===== src/rtl/i2s_tx_serializer.sv =====
// I2S transmit serializer: pops one FIFO word per channel slot and shifts it
// out MSB-first on sd, for Philips (one-bit delayed) and MSB-justified modes.
// Optional feature macro: I2S_TX_UNDERRUN_HOLD_EN -- an underrun slot repeats
// the last popped word instead of sending zeros.
module i2s_tx_serializer #(
   parameter int unsigned DW = 32
) (
   input  logic          sclk,
   input  logic          rst_,
   input  logic          ws,
   input  logic          Tx_ren,
   input  logic          del_Tx_ren,
   input  logic          standard,
   input  logic [1:0]    frame_size,
   input  logic [DW-1:0] fifo_data,
   input  logic          fifo_empty,
   output logic          fifo_rd,
   output logic          sd,
   output logic          ch,
   output logic          underrun,
   input  logic          underrun_clr
);

   localparam int unsigned SW = 32;           // widest slot
   localparam int unsigned CW = $clog2(SW);   // bit counter width

   typedef enum logic {IDLE = 1'b0, SHIFT = 1'b1} state_t;

   state_t         state_q, state_nx;
   logic [SW-1:0]  shreg_q, shreg_nx;
   logic [CW-1:0]  cnt_q, cnt_nx;
   logic           ws_q, wsx_q, en_q;
   logic           sd_nx, fifo_rd_nx, ch_nx, underrun_nx;
   logic           en_c, wsx_c, boundary_c;
   logic [SW-1:0]  hold_c, src_c, src_al_c;
   logic [CW-1:0]  n_m1_c;

   // Mode-dependent enable and word select, and slot boundary detect
   always_comb begin
      en_c       = standard ? Tx_ren : del_Tx_ren;
      wsx_c      = standard ? ws : ws_q;
      boundary_c = en_c & ((wsx_c != wsx_q) | ~en_q);
   end

`ifdef I2S_TX_UNDERRUN_HOLD_EN
   logic [SW-1:0] last_q;

   // Remember the last word actually popped, for underrun retransmission
   always_ff @(negedge sclk or negedge rst_) begin
      if (!rst_)          last_q <= '0;
      else if (fifo_rd_nx) last_q <= SW'(fifo_data);
   end

   assign hold_c = last_q;
`else
   assign hold_c = '0;
`endif

   // Select the word to send and left-align it to the slot width
   always_comb begin
      src_c = fifo_empty ? hold_c : SW'(fifo_data);
      case (frame_size)
         2'b00: begin n_m1_c = CW'(15); src_al_c = src_c << 16; end
         2'b01: begin n_m1_c = CW'(23); src_al_c = src_c << 8;  end
         default: begin n_m1_c = CW'(31); src_al_c = src_c;     end
      endcase
   end

   // Next-state and next-output logic
   always_comb begin
      state_nx    = state_q;
      shreg_nx    = shreg_q;
      cnt_nx      = cnt_q;
      sd_nx       = 1'b0;
      fifo_rd_nx  = 1'b0;
      ch_nx       = ch;
      underrun_nx = underrun & ~underrun_clr;
      if (!en_c) begin
         state_nx = IDLE;
         cnt_nx   = '0;
      end else if (boundary_c) begin
         state_nx = SHIFT;
         sd_nx    = src_al_c[SW-1];
         shreg_nx = src_al_c << 1;
         cnt_nx   = n_m1_c;
         ch_nx    = wsx_c;
         if (fifo_empty) underrun_nx = 1'b1;
         else            fifo_rd_nx  = 1'b1;
      end else if (state_q == SHIFT && cnt_q != '0) begin
         sd_nx    = shreg_q[SW-1];
         shreg_nx = shreg_q << 1;
         cnt_nx   = cnt_q - CW'(1);
      end
   end

   // State, shifter and registered outputs, all on the falling sclk edge
   always_ff @(negedge sclk or negedge rst_) begin
      if (!rst_) begin
         state_q  <= IDLE;
         shreg_q  <= '0;
         cnt_q    <= '0;
         ws_q     <= 1'b0;
         wsx_q    <= 1'b0;
         en_q     <= 1'b0;
         sd       <= 1'b0;
         fifo_rd  <= 1'b0;
         ch       <= 1'b0;
         underrun <= 1'b0;
      end else begin
         state_q  <= state_nx;
         shreg_q  <= shreg_nx;
         cnt_q    <= cnt_nx;
         ws_q     <= ws;
         wsx_q    <= wsx_c;
         en_q     <= en_c;
         sd       <= sd_nx;
         fifo_rd  <= fifo_rd_nx;
         ch       <= ch_nx;
         underrun <= underrun_nx;
      end
   end

endmodule

===== config.mk =====
export PLATFORM = sky130hd
export DESIGN_NAME = i2s_tx_serializer
export DESIGN_NICKNAME = d
export VERILOG_FILES = /design/src/rtl/i2s_tx_serializer.sv
export SDC_FILE = /design/constraint.sdc
export NUM_CORES = 1
export LEC_CHECK = 0
export ABC_AREA = 0
export BUFFER_PORTS_ARGS = -buffer_cell sky130_fd_sc_hd__buf_2
export CELL_PAD_IN_SITES_DETAIL_PLACEMENT = 0
export CELL_PAD_IN_SITES_GLOBAL_PLACEMENT = 1
export CORE_MARGIN = 4
export CORE_UTILIZATION = 47
export CTS_CLUSTER_DIAMETER = 30
export CTS_CLUSTER_SIZE = 25
export DETAILED_ROUTE_END_ITERATION = 10
export PLACE_DENSITY_LB_ADDON = 0.12
export SETUP_SLACK_MARGIN = 0.15
export SYNTH_ARGS = -nofsm -noshare
export SYNTH_HDL_FRONTEND = slang
export SYNTH_SLANG_ARGS = --single-unit

===== constraint.sdc =====
create_clock -name sclk -period 3.6 [get_ports sclk]
set_clock_uncertainty 0.1 [all_clocks]
set_input_delay 0.18 -clock sclk [delete_from_list [all_inputs] [get_ports sclk]]
set_output_delay 0.18 -clock sclk [all_outputs]
set_load 0.03 [all_outputs]

==> After elaboration in Yosys (flattened, before gate mapping) <==
Cells that the tools add are included.
{ "totals": {"word_cells": 47, "regBits": 45, "out_inout_bits": 4} }
{ "classes": {"muxes": 21, "reduce_logical": 6, "bitwise": 5, "n_eq_ne": 4, "n_addsub": 1} }
{ "ops": {"columns": ["operator", "n"], "rows": [
  ["32-bit two-way mux", 3],
  ["32-bit one-hot mux with 2 select lines", 1],
  ["5-bit two-way mux", 3],
  ["1-bit two-way mux", 13],
  ["5-bit one-hot mux with 2 select lines", 1],
  ["5-bit nonzero test", 1],
  ["5-bit by 1-bit subtractor with 5-bit output (second input constant)", 1],
  ["2-bit AND reduction", 2],
  ["3-bit by 1-bit inequality test with 1-bit output (second input constant)", 1],
  ["1-bit AND", 2],
  ["2-bit by 1-bit equality test with 1-bit output (second input constant)", 1],
  ["2-bit logical NOT", 1],
  ["2-bit by 1-bit inequality test with 1-bit output (second input constant)", 1],
  ["1-bit NOT", 2],
  ["2-bit nonzero test", 1],
  ["1-bit logical AND", 1],
  ["1-bit inequality test", 1],
  ["1-bit OR", 1]
]} }

==> Depth between registers and ports, before layout <==
{ "logic_depth": {"word_depth": 6, "mapped_depth": 8} }

==> impl_results.rst <==
.. list-table::
   :header-rows: 1

   * - Metric
     - Value
   * - Max-Cap Viols
     - 0
   * - Total wire length
     - 7360 µm
   * - Leakage Power
     - 1.45 nW
   * - Routed length on met2
     - 3410 µm
   * - Worst hold-check path type
     - flop to flop
   * - Global-route wire length before repair
     - 12300 µm
   * - Per-instance average area after synthesis
     - 9.98 µm²
   * - Number of buffers inserted for hold repair after clock tree synthesis
     - 0
   * - Placer congestion estimate
     - 0.785
   * - PostCTS Resize Cnt
     - 0
   * - DR WL/cell
     - 18.9 µm
   * - Count of unresolved DRC violations after routing
     - 0
   * - Post-CTS setup buffers
     - 0
   * - Top Metal Used
     - met4
   * - TritonCTS buffer count
     - 5
   * - HPWL reported at the end of detailed placement
     - 5220 µm
   * - Count of flip-flops with a built-in enable after synthesis
     - 0
   * - Count of final max-slew check failures
     - 0
   * - Via-to-Cell Ratio
     - 6.00
   * - Detailed-route via count
     - 2339
   * - Final setup violation count
     - 0
   * - Relative area change from synthesis to final layout
     - 18.3%
   * - Predominant post-synthesis flop cell
     - sky130_fd_sc_hd__dfrtn_1
   * - Fraction of final layout cells sized beyond drive strength 1
     - 0.296
   * - Count of clock tree sinks
     - 44
   * - Startpoint Class
     - input port
   * - Top-level I/O count
     - 46
   * - Number of nets in the finished design
     - 360
   * - Worst hold slack
     - 0.335 ns
   * - Cell count after synthesis
     - 272
   * - FF+latch area
     - 1100 µm²
   * - Largest family of logic cells by synthesized area
     - compound AO/OA/AOI/OAI gates
   * - Max FFs per register
     - 31
   * - Count of cell types in the netlist
     - 37
   * - Area contributors post-synth
     - sky130_fd_sc_hd__dfrtn_1 (41%), sky130_fd_sc_hd__mux2i_1 (10%), sky130_fd_sc_hd__mux2_2 (6.6%), sky130_fd_sc_hd__a22o_1 (5.2%), sky130_fd_sc_hd__o211ai_1 (4.1%)
   * - Post-synthesis sequential element count
     - 44
   * - Clock latency at the later pin of the worst-skew pair
     - 0.30 ns
   * - Worst Path Buf+Inv
     - 2
   * - Share of the synthesized area in compound gates (AO/OA/AOI/OAI)
     - 0.191
   * - Buffer levels on the longest clock path
     - 2
   * - Simple-gate area share of the yosys netlist
     - 0.169
   * - Wire length on met3
     - 409 µm
   * - Detailed-router iteration count before antenna repair
     - 4
   * - Accumulated negative setup slack
     - 0 ns
   * - Placement row count
     - 27
   * - Congestion Overflow GR
     - 0
   * - Die Ht
     - 84.0 µm
   * - Setup WS post-layout
     - 0.305 ns
   * - Count of H-tree levels built during CTS
     - 2
   * - Met1 layer wirelength in the final routing
     - 3470 µm
   * - Synthesis warning total
     - 0
   * - Antenna diode count
     - 0
   * - CTS tree
     - built
   * - Largest registers
     - shreg_q x31, cnt_q x5
   * - Req. time, crit path
     - 1.85 ns
   * - Net count after synthesis
     - 315
   * - Total GRT Usage
     - 0.218
   * - Slew at the pin closest to its max-slew limit
     - 0.651 ns
   * - Slowest cell delay on critical path
     - 0.43 ns
   * - Count of fill cells added during filler insertion
     - 520
   * - Placeable core region
     - 5540 µm²
   * - Headroom to the max-slew limit
     - 0.563
   * - Netlist area before placement
     - 2710 µm²
   * - Start-to-end type of the worst setup path
     - input port to flop
   * - Root cell of the clock tree
     - sky130_fd_sc_hd__clkbuf_8
   * - Register with the most flip-flops
     - shreg_q
   * - Worst setup slack before clock tree synthesis
     - 0.00785 ns
   * - Element type at the critical path end
     - flop
   * - Crit Path Max Fanout
     - 9
   * - Initial antenna violation count
     - 0
   * - Async set-or-reset flop fraction in the synthesized netlist
     - 1.00
   * - Arrival @ worst endpoint
     - 1.54 ns
   * - Max IR drop VDD
     - 0.233 mV
   * - Area of the die
     - 7050 µm²
   * - Die span in x
     - 84.0 µm
   * - Unrepaired setup endpoints after global routing
     - no
   * - Largest delay contributor family on the critical path
     - multiplexers
   * - Run status
     - completed
   * - Biggest area consumer among synthesized cells
     - sky130_fd_sc_hd__dfrtn_1
   * - Drt initial violations
     - 129
   * - Number of hold violations in the final report
     - 0
   * - Share of the synthesized netlist area taken by xor and xnor gates
     - 0.00968
   * - Pin count of the biggest net entering global routing
     - 30
   * - Sequential cell area fraction in the yosys report
     - 0.406
   * - Synth Area in Adders
     - 0.00461
   * - Share of synthesized area spent on multiplexers
     - 0.166
   * - Antenna Nets Post-Route
     - 0
   * - Vias in the first global route
     - 2421
   * - Yosys top cell area share
     - 0.406
   * - # port buffers
     - 45
   * - Clock-pin slew on the worst setup and hold paths
     - 0.06 ns
   * - Effective utilization at floorplan
     - 0.490
   * - Power Density
     - 403 nW/µm²
   * - Critical-path top delay cell
     - sky130_fd_sc_hd__mux2_2
   * - Area used by multi-input combinational logic
     - 1490 µm²
   * - Critical path cell sequence
     - buf_2 > mux2i_4 > mux2_2 > buf_4 > mux2i_1 > a22o_1
==> worst paths after layout <==
| path | slack, ns | from | end | depth (start not counted) |
|---|---|---|---|---|
| min in group asynchronous | 1.43 | rst_ | shreg_q[18] | 1 |
| max reg2reg | 1.43 | cnt_q[0] | shreg_q[14] | 7 |
| min reg2reg | 0.34 | shreg_q[13] | shreg_q[13] | 1 |
| min | 0.34 | shreg_q[13] | shreg_q[13] | 1 |
| max in group asynchronous | 1.41 | rst_ | shreg_q[8] | 2 |
| max | 0.30 | standard | shreg_q[9] | 6 |
==> report_power, final <==
group / total, mW / internal (mW) / switching, mW
logic: 0.356 / 0.166 / 0.190
clock network: 0.332 / 0.156 / 0.175
registers: 0.606 / 0.567 / 0.0383
total: 1.29 / 0.889 / 0.404
==> cells in the final DEF (no fill, tap or decap), drive strengths merged, types with 5 or more instances in the layout <==
cell     netlist  layout
buf           12      65
dfrtn         44      44
mux2i         27      27
nand3         21      21
mux2          16      16
a22o          16      16
nand2b        15      15
o211ai        15      15
and3          15      15
a21oi         13      13
nand2          9       9
nand3b         8       8
o2bb2ai        7       7
a221o          7       7
clkbuf        15       7
inv            6       6
nor3           5       5
==> metrics by stage <==
step                      utilization  power (mW)  area, µm²  std cells
after floorplan                     -       0.838       2730        272
after global placement          0.563       0.963       3120        382
after detailed placement        0.563       0.968       3120        382
after CTS                       0.579        1.30       3210        390
after global routing            0.579        1.37       3210        390
final                           0.579        1.29       3210        390
==> layer usage <==
layer | GRT usage | vias up
met5 | 0 | -
met4 | 0.0365 | 0
met3 | 0.0405 | 7
met2 | 0.356 | 62
met1 | 0.306 | 1167
li1 | - | 1103
==> cell usage after synthesis (all sizes together) (6+ instances only) <==
| cell type | n |
|---|---|
| a22o | 16 |
| nand3 | 21 |
| inv | 6 |
| mux2 | 16 |
| dfrtn | 44 |
| a221o | 7 |
| a21oi | 13 |
| and3 | 15 |
| buf | 12 |
| o211ai | 15 |
| mux2i | 27 |
| o2bb2ai | 7 |
| nand2 | 9 |
| clkbuf | 15 |
| nand2b | 15 |
| nand3b | 8 |
==> area by class of cell <==
cell class | count | area share
multi-input cells | 194 | 0.463
flip-flops and latches | 44 | 0.343
repair buffers | 65 | 0.129
well taps | 72 | 0.0281
clock buffers | 7 | 0.0269
inverters | 7 | 0.00818
clock inverters | 1 | 0.00234
==> cells by family after synthesis <==
| kind of cell | count (synthesis) |
|---|---|
| adders and majority gates | 1 |
| buffers and inverters | 34 |
| DFF | 44 |
| xor gates and xnor gates | 3 |
| muxes | 43 |
| and+or+nand+nor | 80 |
| AOI/OAI and AO/OA | 67 |
(Power assumes the default switching activity.)
